--- config.mk ---
export PLATFORM = sky130hd
export DESIGN_NAME = packet_demodulator_flat
export DESIGN_NICKNAME = d
export VERILOG_FILES = /design/src/rtl/packet_demodulator_if.sv /design/src/rtl/packet_demodulator.sv /design/src/flat_wrapper.sv
export SDC_FILE = /design/constraint.sdc
export NUM_CORES = 1
export LEC_CHECK = 0
export ABC_AREA = 1
export CORE_MARGIN = 8
export CORE_UTILIZATION = 51
export DETAILED_ROUTE_END_ITERATION = 6
export GPL_TIMING_DRIVEN = 0
export PLACE_DENSITY_LB_ADDON = 0.2
export SYNTH_ARGS = -nofsm -noshare
export SYNTH_HDL_FRONTEND = slang
export SYNTH_SLANG_ARGS = --single-unit
--- constraint.sdc ---
create_clock -name i_clk -period 4.3 [get_ports i_clk]
set_clock_uncertainty 0.05 [all_clocks]
set_input_delay 0.86 -clock i_clk [delete_from_list [all_inputs] [get_ports i_clk]]
set_output_delay 0.86 -clock i_clk [all_outputs]
set_load 0.01 [all_outputs]
--- src/rtl/packet_demodulator_if.sv ---
// Sample-in / byte-out bus of packet_demodulator.
// The master modport is the sample source and byte sink side.
interface packet_demodulator_if #(
  parameter int SIZE_INPUT_BIT  = 32,
  parameter int SIZE_OUTPUT_BIT = 8
);
  logic [SIZE_INPUT_BIT-1:0]  i_data;
  logic                       i_valid_input;
  logic [SIZE_OUTPUT_BIT-1:0] o_data;
  logic                       o_valid_output;
  logic                       i_ready;
  logic                       o_sync;
  logic                       o_pack_done;
  logic                       o_overflow;

  modport master (
    output i_data, i_valid_input, i_ready,
    input  o_data, o_valid_output, o_sync, o_pack_done, o_overflow
  );
  modport slave (
    input  i_data, i_valid_input, i_ready,
    output o_data, o_valid_output, o_sync, o_pack_done, o_overflow
  );
endinterface

--- src/rtl/packet_demodulator.sv ---
// DSSS packet demodulator: despreads I, hunts the preamble, emits payload bytes via a show-ahead FIFO.
// Build option: define DEMOD_PREAMBLE_TOL_EN to accept a preamble within MAX_ERR bit errors.
module packet_demodulator #(
  parameter int                       SIZE_OUTPUT_BIT = 8,
  parameter int                       SIZE_INPUT_BIT  = 32,
  parameter int                       SIZE_QI         = 16,
  parameter int                       SIZE_BIT_PACK   = 1976,
  parameter int                       SISE_PREAMBLE   = 32,
  parameter logic [SISE_PREAMBLE-1:0] PREAMBLE        = 32'hEB90_EB90,
  parameter int                       CHIPS_PER_BIT   = 30,
  parameter logic [CHIPS_PER_BIT-1:0] CODE            = 30'h1E5C_9E21,
  parameter int                       MAX_ERR         = 2,
  parameter int                       FIFO_DEPTH      = 4
) (
  input logic                 i_clk,
  input logic                 i_reset,
  packet_demodulator_if.slave bus
);
  localparam int ACC_W      = SIZE_QI + $clog2(CHIPS_PER_BIT) + 1;
  localparam int CHIP_W     = $clog2(CHIPS_PER_BIT);
  localparam int PAY_BITS   = SIZE_BIT_PACK - SISE_PREAMBLE;
  localparam int BCNT_W     = $clog2(PAY_BITS);
  localparam int BYTE_IDX_W = $clog2(SIZE_OUTPUT_BIT);
  localparam int PTR_W      = $clog2(FIFO_DEPTH);

  typedef enum logic {HUNT, PAYLOAD} state_t;

  logic signed [SIZE_QI-1:0] w_i;
  logic signed [ACC_W-1:0]   w_i_ext, w_contrib, w_sum, r_acc;
  logic [CHIP_W-1:0]         r_chip_cnt, w_code_idx;
  logic                      w_last_chip, r_bit, r_bit_valid;
  logic                      w_unused_q;

  assign w_i         = bus.i_data[SIZE_QI-1:0];
  assign w_unused_q  = ^bus.i_data[SIZE_INPUT_BIT-1:SIZE_QI];
  assign w_i_ext     = ACC_W'(w_i);
  assign w_code_idx  = CHIP_W'(CHIPS_PER_BIT - 1) - r_chip_cnt;
  assign w_contrib   = CODE[w_code_idx] ? w_i_ext : -w_i_ext;
  assign w_sum       = r_acc + w_contrib;
  assign w_last_chip = (r_chip_cnt == CHIP_W'(CHIPS_PER_BIT - 1));

  always_ff @(posedge i_clk or posedge i_reset) begin
    if (i_reset) begin
      r_acc       <= '0;
      r_chip_cnt  <= '0;
      r_bit       <= 1'b0;
      r_bit_valid <= 1'b0;
    end else begin
      r_bit_valid <= 1'b0;
      if (bus.i_valid_input) begin
        if (w_last_chip) begin
          r_acc       <= '0;
          r_chip_cnt  <= '0;
          r_bit       <= ~w_sum[ACC_W-1];   // zero correlation decides 1
          r_bit_valid <= 1'b1;
        end else begin
          r_acc      <= w_sum;
          r_chip_cnt <= r_chip_cnt + 1'b1;
        end
      end
    end
  end

  state_t                     r_state, w_state_next;
  logic [SISE_PREAMBLE-1:0]   r_sr, w_sr_next, w_sr_shift;
  logic [BCNT_W-1:0]          r_bit_cnt, w_bit_cnt_next;
  logic [SIZE_OUTPUT_BIT-1:0] r_byte, w_byte_next;
  logic                       r_push, w_push_next, r_pack_done, w_pack_done_next;
  logic                       w_match;

  assign w_sr_shift = {r_sr[SISE_PREAMBLE-2:0], r_bit};

`ifdef DEMOD_PREAMBLE_TOL_EN
  localparam int DIST_W = $clog2(SISE_PREAMBLE + 1);
  logic [DIST_W-1:0] w_dist;
  always_comb begin
    w_dist = '0;
    for (int k = 0; k < SISE_PREAMBLE; k++)
      w_dist = w_dist + DIST_W'(w_sr_shift[k] ^ PREAMBLE[k]);
  end
  assign w_match = (w_dist <= DIST_W'(MAX_ERR));
`else
  logic w_unused_max_err;
  assign w_unused_max_err = (MAX_ERR != 0);  // tolerance has no effect with exact matching
  assign w_match          = (w_sr_shift == PREAMBLE);
`endif

  always_ff @(posedge i_clk or posedge i_reset) begin
    if (i_reset) begin
      r_state     <= HUNT;
      r_sr        <= '0;
      r_bit_cnt   <= '0;
      r_byte      <= '0;
      r_push      <= 1'b0;
      r_pack_done <= 1'b0;
    end else begin
      r_state     <= w_state_next;
      r_sr        <= w_sr_next;
      r_bit_cnt   <= w_bit_cnt_next;
      r_byte      <= w_byte_next;
      r_push      <= w_push_next;
      r_pack_done <= w_pack_done_next;
    end
  end

  always_comb begin
    w_state_next     = r_state;
    w_sr_next        = r_sr;
    w_bit_cnt_next   = r_bit_cnt;
    w_byte_next      = r_byte;
    w_push_next      = 1'b0;
    w_pack_done_next = 1'b0;
    case (r_state)
      HUNT: begin
        if (r_bit_valid) begin
          w_sr_next = w_sr_shift;
          if (w_match) begin
            w_state_next   = PAYLOAD;
            w_bit_cnt_next = '0;
          end
        end
      end
      PAYLOAD: begin
        if (r_bit_valid) begin
          w_byte_next    = {r_byte[SIZE_OUTPUT_BIT-2:0], r_bit};
          w_bit_cnt_next = r_bit_cnt + 1'b1;
          w_push_next    = (r_bit_cnt[BYTE_IDX_W-1:0] == '1);
          if (r_bit_cnt == BCNT_W'(PAY_BITS - 1)) begin
            w_pack_done_next = 1'b1;
            w_state_next     = HUNT;
            w_sr_next        = '0;
            w_bit_cnt_next   = '0;
          end
        end
      end
      default: w_state_next = HUNT;
    endcase
  end

  // Output FIFO: pointers carry one wrap bit to tell full from empty.
  logic [SIZE_OUTPUT_BIT-1:0] r_mem [FIFO_DEPTH];
  logic [PTR_W:0]             r_wr_ptr, r_rd_ptr;
  logic                       r_overflow, w_empty, w_full, w_pop, w_wr_en;

  assign w_empty = (r_wr_ptr == r_rd_ptr);
  assign w_full  = (r_wr_ptr[PTR_W] != r_rd_ptr[PTR_W]) &&
                   (r_wr_ptr[PTR_W-1:0] == r_rd_ptr[PTR_W-1:0]);
  assign w_pop   = !w_empty && bus.i_ready;
  assign w_wr_en = r_push && (!w_full || w_pop);

  always_ff @(posedge i_clk) begin
    if (w_wr_en)
      r_mem[r_wr_ptr[PTR_W-1:0]] <= r_byte;
  end

  always_ff @(posedge i_clk or posedge i_reset) begin
    if (i_reset) begin
      r_wr_ptr   <= '0;
      r_rd_ptr   <= '0;
      r_overflow <= 1'b0;
    end else begin
      if (w_wr_en)
        r_wr_ptr <= r_wr_ptr + 1'b1;
      if (w_pop)
        r_rd_ptr <= r_rd_ptr + 1'b1;
      if (r_push && w_full && !w_pop)
        r_overflow <= 1'b1;
    end
  end

  assign bus.o_data         = w_empty ? '0 : r_mem[r_rd_ptr[PTR_W-1:0]];
  assign bus.o_valid_output = !w_empty;
  assign bus.o_sync         = (r_state == PAYLOAD);
  assign bus.o_pack_done    = r_pack_done;
  assign bus.o_overflow     = r_overflow;
endmodule

--- src/flat_wrapper.sv ---
// flat-port wrapper written by rule: the top's interface ports become plain ports
module packet_demodulator_flat 
#(
  parameter int                       SIZE_OUTPUT_BIT = 8,
  parameter int                       SIZE_INPUT_BIT  = 32,
  parameter int                       SIZE_QI         = 16,
  parameter int                       SIZE_BIT_PACK   = 1976,
  parameter int                       SISE_PREAMBLE   = 32,
  parameter logic [SISE_PREAMBLE-1:0] PREAMBLE        = 32'hEB90_EB90,
  parameter int                       CHIPS_PER_BIT   = 30,
  parameter logic [CHIPS_PER_BIT-1:0] CODE            = 30'h1E5C_9E21,
  parameter int                       MAX_ERR         = 2,
  parameter int                       FIFO_DEPTH      = 4
)
  (i_clk, i_reset, bus_i_data, bus_i_valid_input, bus_i_ready, bus_o_data, bus_o_valid_output, bus_o_sync, bus_o_pack_done, bus_o_overflow);
  packet_demodulator_if #(.SIZE_INPUT_BIT(SIZE_INPUT_BIT), .SIZE_OUTPUT_BIT(SIZE_OUTPUT_BIT)) bus_i ();
  input logic i_clk;
  input logic i_reset;
  input wire logic [$bits(bus_i.i_data)-1:0] bus_i_data;
  input wire logic [$bits(bus_i.i_valid_input)-1:0] bus_i_valid_input;
  input wire logic [$bits(bus_i.i_ready)-1:0] bus_i_ready;
  output wire logic [$bits(bus_i.o_data)-1:0] bus_o_data;
  output wire logic [$bits(bus_i.o_valid_output)-1:0] bus_o_valid_output;
  output wire logic [$bits(bus_i.o_sync)-1:0] bus_o_sync;
  output wire logic [$bits(bus_i.o_pack_done)-1:0] bus_o_pack_done;
  output wire logic [$bits(bus_i.o_overflow)-1:0] bus_o_overflow;
  assign bus_i.i_data = bus_i_data;
  assign bus_i.i_valid_input = bus_i_valid_input;
  assign bus_i.i_ready = bus_i_ready;
  assign bus_o_data = bus_i.o_data;
  assign bus_o_valid_output = bus_i.o_valid_output;
  assign bus_o_sync = bus_i.o_sync;
  assign bus_o_pack_done = bus_i.o_pack_done;
  assign bus_o_overflow = bus_i.o_overflow;
  packet_demodulator #(.SIZE_OUTPUT_BIT(SIZE_OUTPUT_BIT), .SIZE_INPUT_BIT(SIZE_INPUT_BIT), .SIZE_QI(SIZE_QI), .SIZE_BIT_PACK(SIZE_BIT_PACK), .SISE_PREAMBLE(SISE_PREAMBLE), .PREAMBLE(PREAMBLE), .CHIPS_PER_BIT(CHIPS_PER_BIT), .CODE(CODE), .MAX_ERR(MAX_ERR), .FIFO_DEPTH(FIFO_DEPTH)) u_core (.i_clk(i_clk), .i_reset(i_reset), .bus(bus_i));
endmodule
-- After elaboration in Yosys (flattened, before gate mapping)
Memory sizes are Yosys's and may differ from the RTL's.
Index checks and enable logic that the tools add are counted.
- memories kept: 2
- word-level logic and storage cells: 77
- input bits: 36
- bits in writable memories: 32
- flip-flop bits (word level): 89
- output and inout port bits: 12
- ROM bits: 32
- bitwise logic cells: 2
- reductions and logical operators: 13
- add/sub/neg operators: 7
- equality and inequality tests: 11
- magnitude comparators: 1
- multiplexer cells: 28
- memory list (name ; words ; bits a word ; rd ports ; clocked after Yosys merged registers in ; wr ports ; RTL line ; text):
    (name not given) ; 32 ; 1 ; 1 ; 0 ; 0 ; packet_demodulator.sv:38 ; assign w_contrib = CODE[w_code_idx] ? w_i_ext : -w_i_ext;
    u_core.r_mem ; 4 ; 8 ; 1 ; 0 ; 1 ; packet_demodulator.sv:141 ; logic [SIZE_OUTPUT_BIT-1:0] r_mem [FIFO_DEPTH];
- operator list (kind ; count):
    two-way mux 31 bit ; 3
    case mux 31 bit (2 select lines) ; 1
    two-way mux 11 bit ; 4
    two-way mux 22 bit ; 2
    == test 32 bit, second input constant ; 1
    adder 22 bit ; 1
    negation 16 -> 22 bit ; 1
    case mux 11 bit (2 select lines) ; 1
    two-way mux 1 bit ; 14
    adder 11 x 1 -> 11 bit, second input constant ; 1
    == test 11 bit, second input constant ; 1
    two-way mux 8 bit ; 1
    adder 3 x 1 -> 3 bit, second input constant ; 2
    < comparator 5 x 6 -> 1 bit, second input constant ; 1
    != test 2 x 1 -> 1 bit, second input constant ; 3
    AND reduction 3 bit ; 2
    adder 5 x 1 -> 5 bit, second input constant ; 1
    == test 5 bit, second input constant ; 1
    logical AND 1 bit ; 5
    two-way mux 5 bit ; 1
    subtractor 5 bit, first input constant ; 1
    AND reduction 2 bit ; 2
    == test 3 bit ; 1
    == test 3 bit, second input constant ; 1
    other kinds (7) ; 10

-- Longest topological paths before layout
- depth in word-level cells: 7
- mapped depth: 26
- mapped depth without buffers: 25

-- Worst setup path after synthesis
No wires, ideal clock.
- path kind: flip-flop to flip-flop
- start: register u_core.r_chip_cnt[1]
- end: register u_core.r_acc[14]
- cell stages (with the launch flop): 23
- clock period less this slack: 3109 ps
- slack: 1191 ps
- arrival time: 2942 ps
- setup time: 117 ps
- required time: 4133 ps
- cell sequence: dfrtp_1 > inv_1 > ha_1 > nand2_1 > o21ai_0 > nand2_1 > nand2_1 > nand2_1 > nand2_1 > buf_4 > inv_2 > nand2_1 > xor2_1 > inv_1 > ha_1 > a21oi_1 > nand2_1 > a21oi_1 > o21ai_0 > nand2_1 > nand3b_1 > nand3_1 > nand2_1
- longest elaborated chain between the ends: 6
- elaborated cells on any way between the ends: 7
- classes of those cells: 2 x add/sub; 1 x eq/ne; 3 x mux; 1 x memory
- RTL lines (item ; RTL line ; text):
    from (decl) ; packet_demodulator.sv:30 ; logic [CHIP_W-1:0] r_chip_cnt, w_code_idx;
    from (signal assigned) ; packet_demodulator.sv:58 ; r_chip_cnt <= r_chip_cnt + 1'b1;
    subtractor 5 bit ; packet_demodulator.sv:37 ; assign w_code_idx = CHIP_W'(CHIPS_PER_BIT - 1) - r_chip_cnt;
    memory read (32 x 1 bit) ; - ;
    two-way mux 1 bit (implied by the code) ; packet_demodulator.sv:38 ;
    two-way mux 22 bit ; packet_demodulator.sv:38 ;
    adder 22 bit ; packet_demodulator.sv:39 ; assign w_sum = r_acc + w_contrib;
    two-way mux 22 bit (*) ; packet_demodulator.sv:51 ; if (w_last_chip) begin
    to (signal assigned) ; packet_demodulator.sv:57 ; r_acc <= w_sum;
    to (decl) ; packet_demodulator.sv:29 ; logic signed [ACC_W-1:0] w_i_ext, w_contrib, w_sum, r_acc;
Every way passes the cells marked *; elsewhere a longest branch is shown, timed or not. The select of a mux whose other input is x is not followed.
A chain may end at the register's enable or synchronous reset.

-- Worst setup path after layout
Ends and elaborated chain as after synthesis.

==> run metrics <==
status=finished clean; clk slew on worst S/H paths=roughly 50 ps; Die ar.=17800 µm²; DP Wirelength=11.3 mm; share of layout cells above drive strength 1=0.0609; hold path cells=2; Rows=43; power density over the cells=slightly below 900 nW/µm²; Tot Pwr=0.00721 W; DRT iter0 DRCs=345; Synth Warn #=0; via count=5723; GPL Wtd Cong=between 0.8 and 0.9; Startpoint Class=flop; CTS Buffer Depth=2; CP max FO=10; drt pass-1 iters=5; Post-DP Area=7590 µm²; TritonCTS Buffers=17; post-synthesis instance area=7030 µm²; PostCTS Resize Cnt=0; worst hold slack=430 ps; Initial Util=0.514; Synth Area per Inst=8.06 µm²; Max Cap Viol=0; slew margin rel.=0.383; clk root buf=clkbuf_16; synthesized net count=947; cell area after layout=around 8200 µm²; CP Capture Type=flop; FF-to-FF setup slack=500 ps; clk sink count=121; FMAX=0.263 GHz; crit path kind=reg -> reg; largest area contributor in the netlist=dfrtp_1; Distinct cells, synth=39; crit path DAT=4050 ps; DRC=0; fin worst setup slack=501 ps; fill count=roughly 1300; RSZ-0062 raised after global routing=no; leakage power=3.92 nW; final core utilization=0.597; pre-CTS setup slack=246 ps; Post-Route WL=15.2 mm; Layout area overhead=16.1%; synthesized instance count=approximately 870; Die Ht=133 µm; DR WL/cell=13.6 µm; first-pass GRT wire length=25.5 mm; Die X=133 µm; cells on worst reg2reg path=20; number of global-route vias before repair=5421; R2R Path End=u_core.r_acc[14]; # Post-CTS Setup Buffers=0; Ant. Diodes=0; Worst-Skew Late Latency=420 ps; final period utilization=0.883; Worst-Margin Slew=922 ps; fin crit period=3800 ps; # IOs=48; final setup vio count=0; Max IR drop VDD=553 µV; nets=998; HP Start=u_core.r_bit; HP Class=reg -> reg; antenna-violating nets left=0; sequential share of the synthesized area=0.454; Seq cells post-synth=121; antenna violations before repair=0; Via density=slightly above 5; worst r2r src=u_core.r_chip_cnt[1]; core area=13700 µm²; GR Util All Layers=0.177; largest net degree at the start of global routing=53; cts hold-fix bufs=0; top cells by area, synth=dfrtp_1, edfxtp_1, nand2_1; CTS tree=yes; htree depth=4; global route overflow=0; Slew Limit Fails=0; Hold Path Sink=u_core.r_bit; Synth top area share=0.317; Crit path required time=4550 ps; Hold Fails Final Rpt=0; # port buffers=31
metrics by stage:
stage / std cells / setup TNS, ps
global placement: 1083 / -44650
CTS: 1116 / 0
global route: 1116 / 0
floorplan: 872 / 0
detailed placement: 1084 / 0
finish: 1116 / 0
critical path: stages, from the launching register on:
cell and delay (ps):
dfrtp_1 460, inv_1 150, ha_1 380, o21ai_0 190, nand2_1 70, nand2_1 50, nand2_1 60, nand2_1 90
buf_4 190, inv_2 100, o21ai_0 350, fa_1 350, nand3_1 110, nand2_1 160, a21oi_1 100, o21ai_0 420
nand2_1 140, nand2_1 90, nand2_1 50, nand3_1 60, nand2_1 50
registers in the layout, summed over array words and instances (netlist names):
register                count
u_core.r_bit_valid          1
u_core.bus.o_overflow       1
u_core.r_push               1
u_core.r_bit_cnt           11
u_core.r_acc               22
u_core.r_mem               32
u_core.bus.o_sync           1
u_core.r_chip_cnt           5
u_core.r_byte               8
u_core.r_sr                31
u_core.r_rd_ptr             3
u_core.r_bit                1
u_core.bus.o_pack_done      1
u_core.r_wr_ptr             3
routing by layer:
layer  global-route usage  share of wire
met5                    0              0
met4               0.0667          0.015
met3               0.0358          0.030
met2                0.305           0.50
met1                0.213           0.46
how the worst max path moves through the flow:
stage	end	depth (start not counted)	slack, ps	start
after floorplan	u_core.bus.o_overflow	1	1080	i_reset
after global placement	u_core.r_acc[3]	2	-510	i_reset
after detailed placement	u_core.r_bit	19	250	bus_i_data[0]
after CTS	u_core.r_acc[14]	20	510	u_core.r_chip_cnt[1]
after global routing	u_core.r_acc[14]	20	10	u_core.r_chip_cnt[1]
final	u_core.r_acc[14]	20	500	u_core.r_chip_cnt[1]
cell type report:
class,instances,area [µm²],share of cell area
Sequential cell,121,3190,0.391
Inverter,133,502,0.0615
Buffer,19,115,0.0141
Clock buffer,19,433,0.0531
Timing Repair Buffer,32,338,0.0414
Multi-Input combinational cell,599,3220,0.395
Tap cell,180,225,0.0276
Clock inverter,13,130,0.0160
cells by family (layout without fill, tap and decap cells):
logic type,after synthesis,count (layout),synth area share
AOI/OAI and AO/OA,140,140,0.117
xor gates and xnor gates,25,25,0.0312
adders and majority gates,39,39,0.0705
buffers and inverters,152,216,0.0874
DFF,121,121,0.454
muxes,2,2,0.00321
and+or+nand+nor,393,393,0.237
power breakdown:
group	total [W]	switching [W]	internal (W)
Sequential	0.00146	0.000115	0.00134
Clock	0.00135	0.000508	0.000844
Combinational	0.00439	0.00279	0.00160
Total	0.00721	0.00341	0.00379
cell usage in the layout, fill, tap and decap left out, drive strengths merged, types with 3 or more instances in the layout:
| cell | count |
|---|---|
| clkdlybuf4s50 | 31 |
| nor4 | 9 |
| o22ai | 30 |
| inv | 130 |
| nand3 | 41 |
| o21bai | 3 |
| o32ai | 8 |
| clkinvlp | 4 |
| xor2 | 12 |
| dfrtp | 89 |
| ha | 38 |
| clkbuf | 27 |
| nor2 | 99 |
| buf | 12 |
| nand4 | 15 |
| nor3 | 13 |
| a21oi | 33 |
| edfxtp | 32 |
| clkinv | 10 |
| xnor2 | 13 |
| nand2 | 211 |
| nand3b | 3 |
| o21ai | 55 |
synth_stat cells, drive strengths merged:
cell type  number
nand2         211
inv           130
nor2           99
dfrtp          89
o21ai          55
nand3          41
ha             38
a21oi          33
edfxtp         32
o22ai          30
nand4          15
nor3           13
xnor2          13
xor2           12
buf            11
nor4            9
clkbuf          8
o32ai           8
clkinv          3
nand3b          3
o21bai          3
a21boi          2
a21o            2
a22o            2
a31oi           2
mux2            2
or2             2
a32o            1
fa              1
o211ai          1
o21a            1
Note: power is estimated with default switching activity, not from simulation.
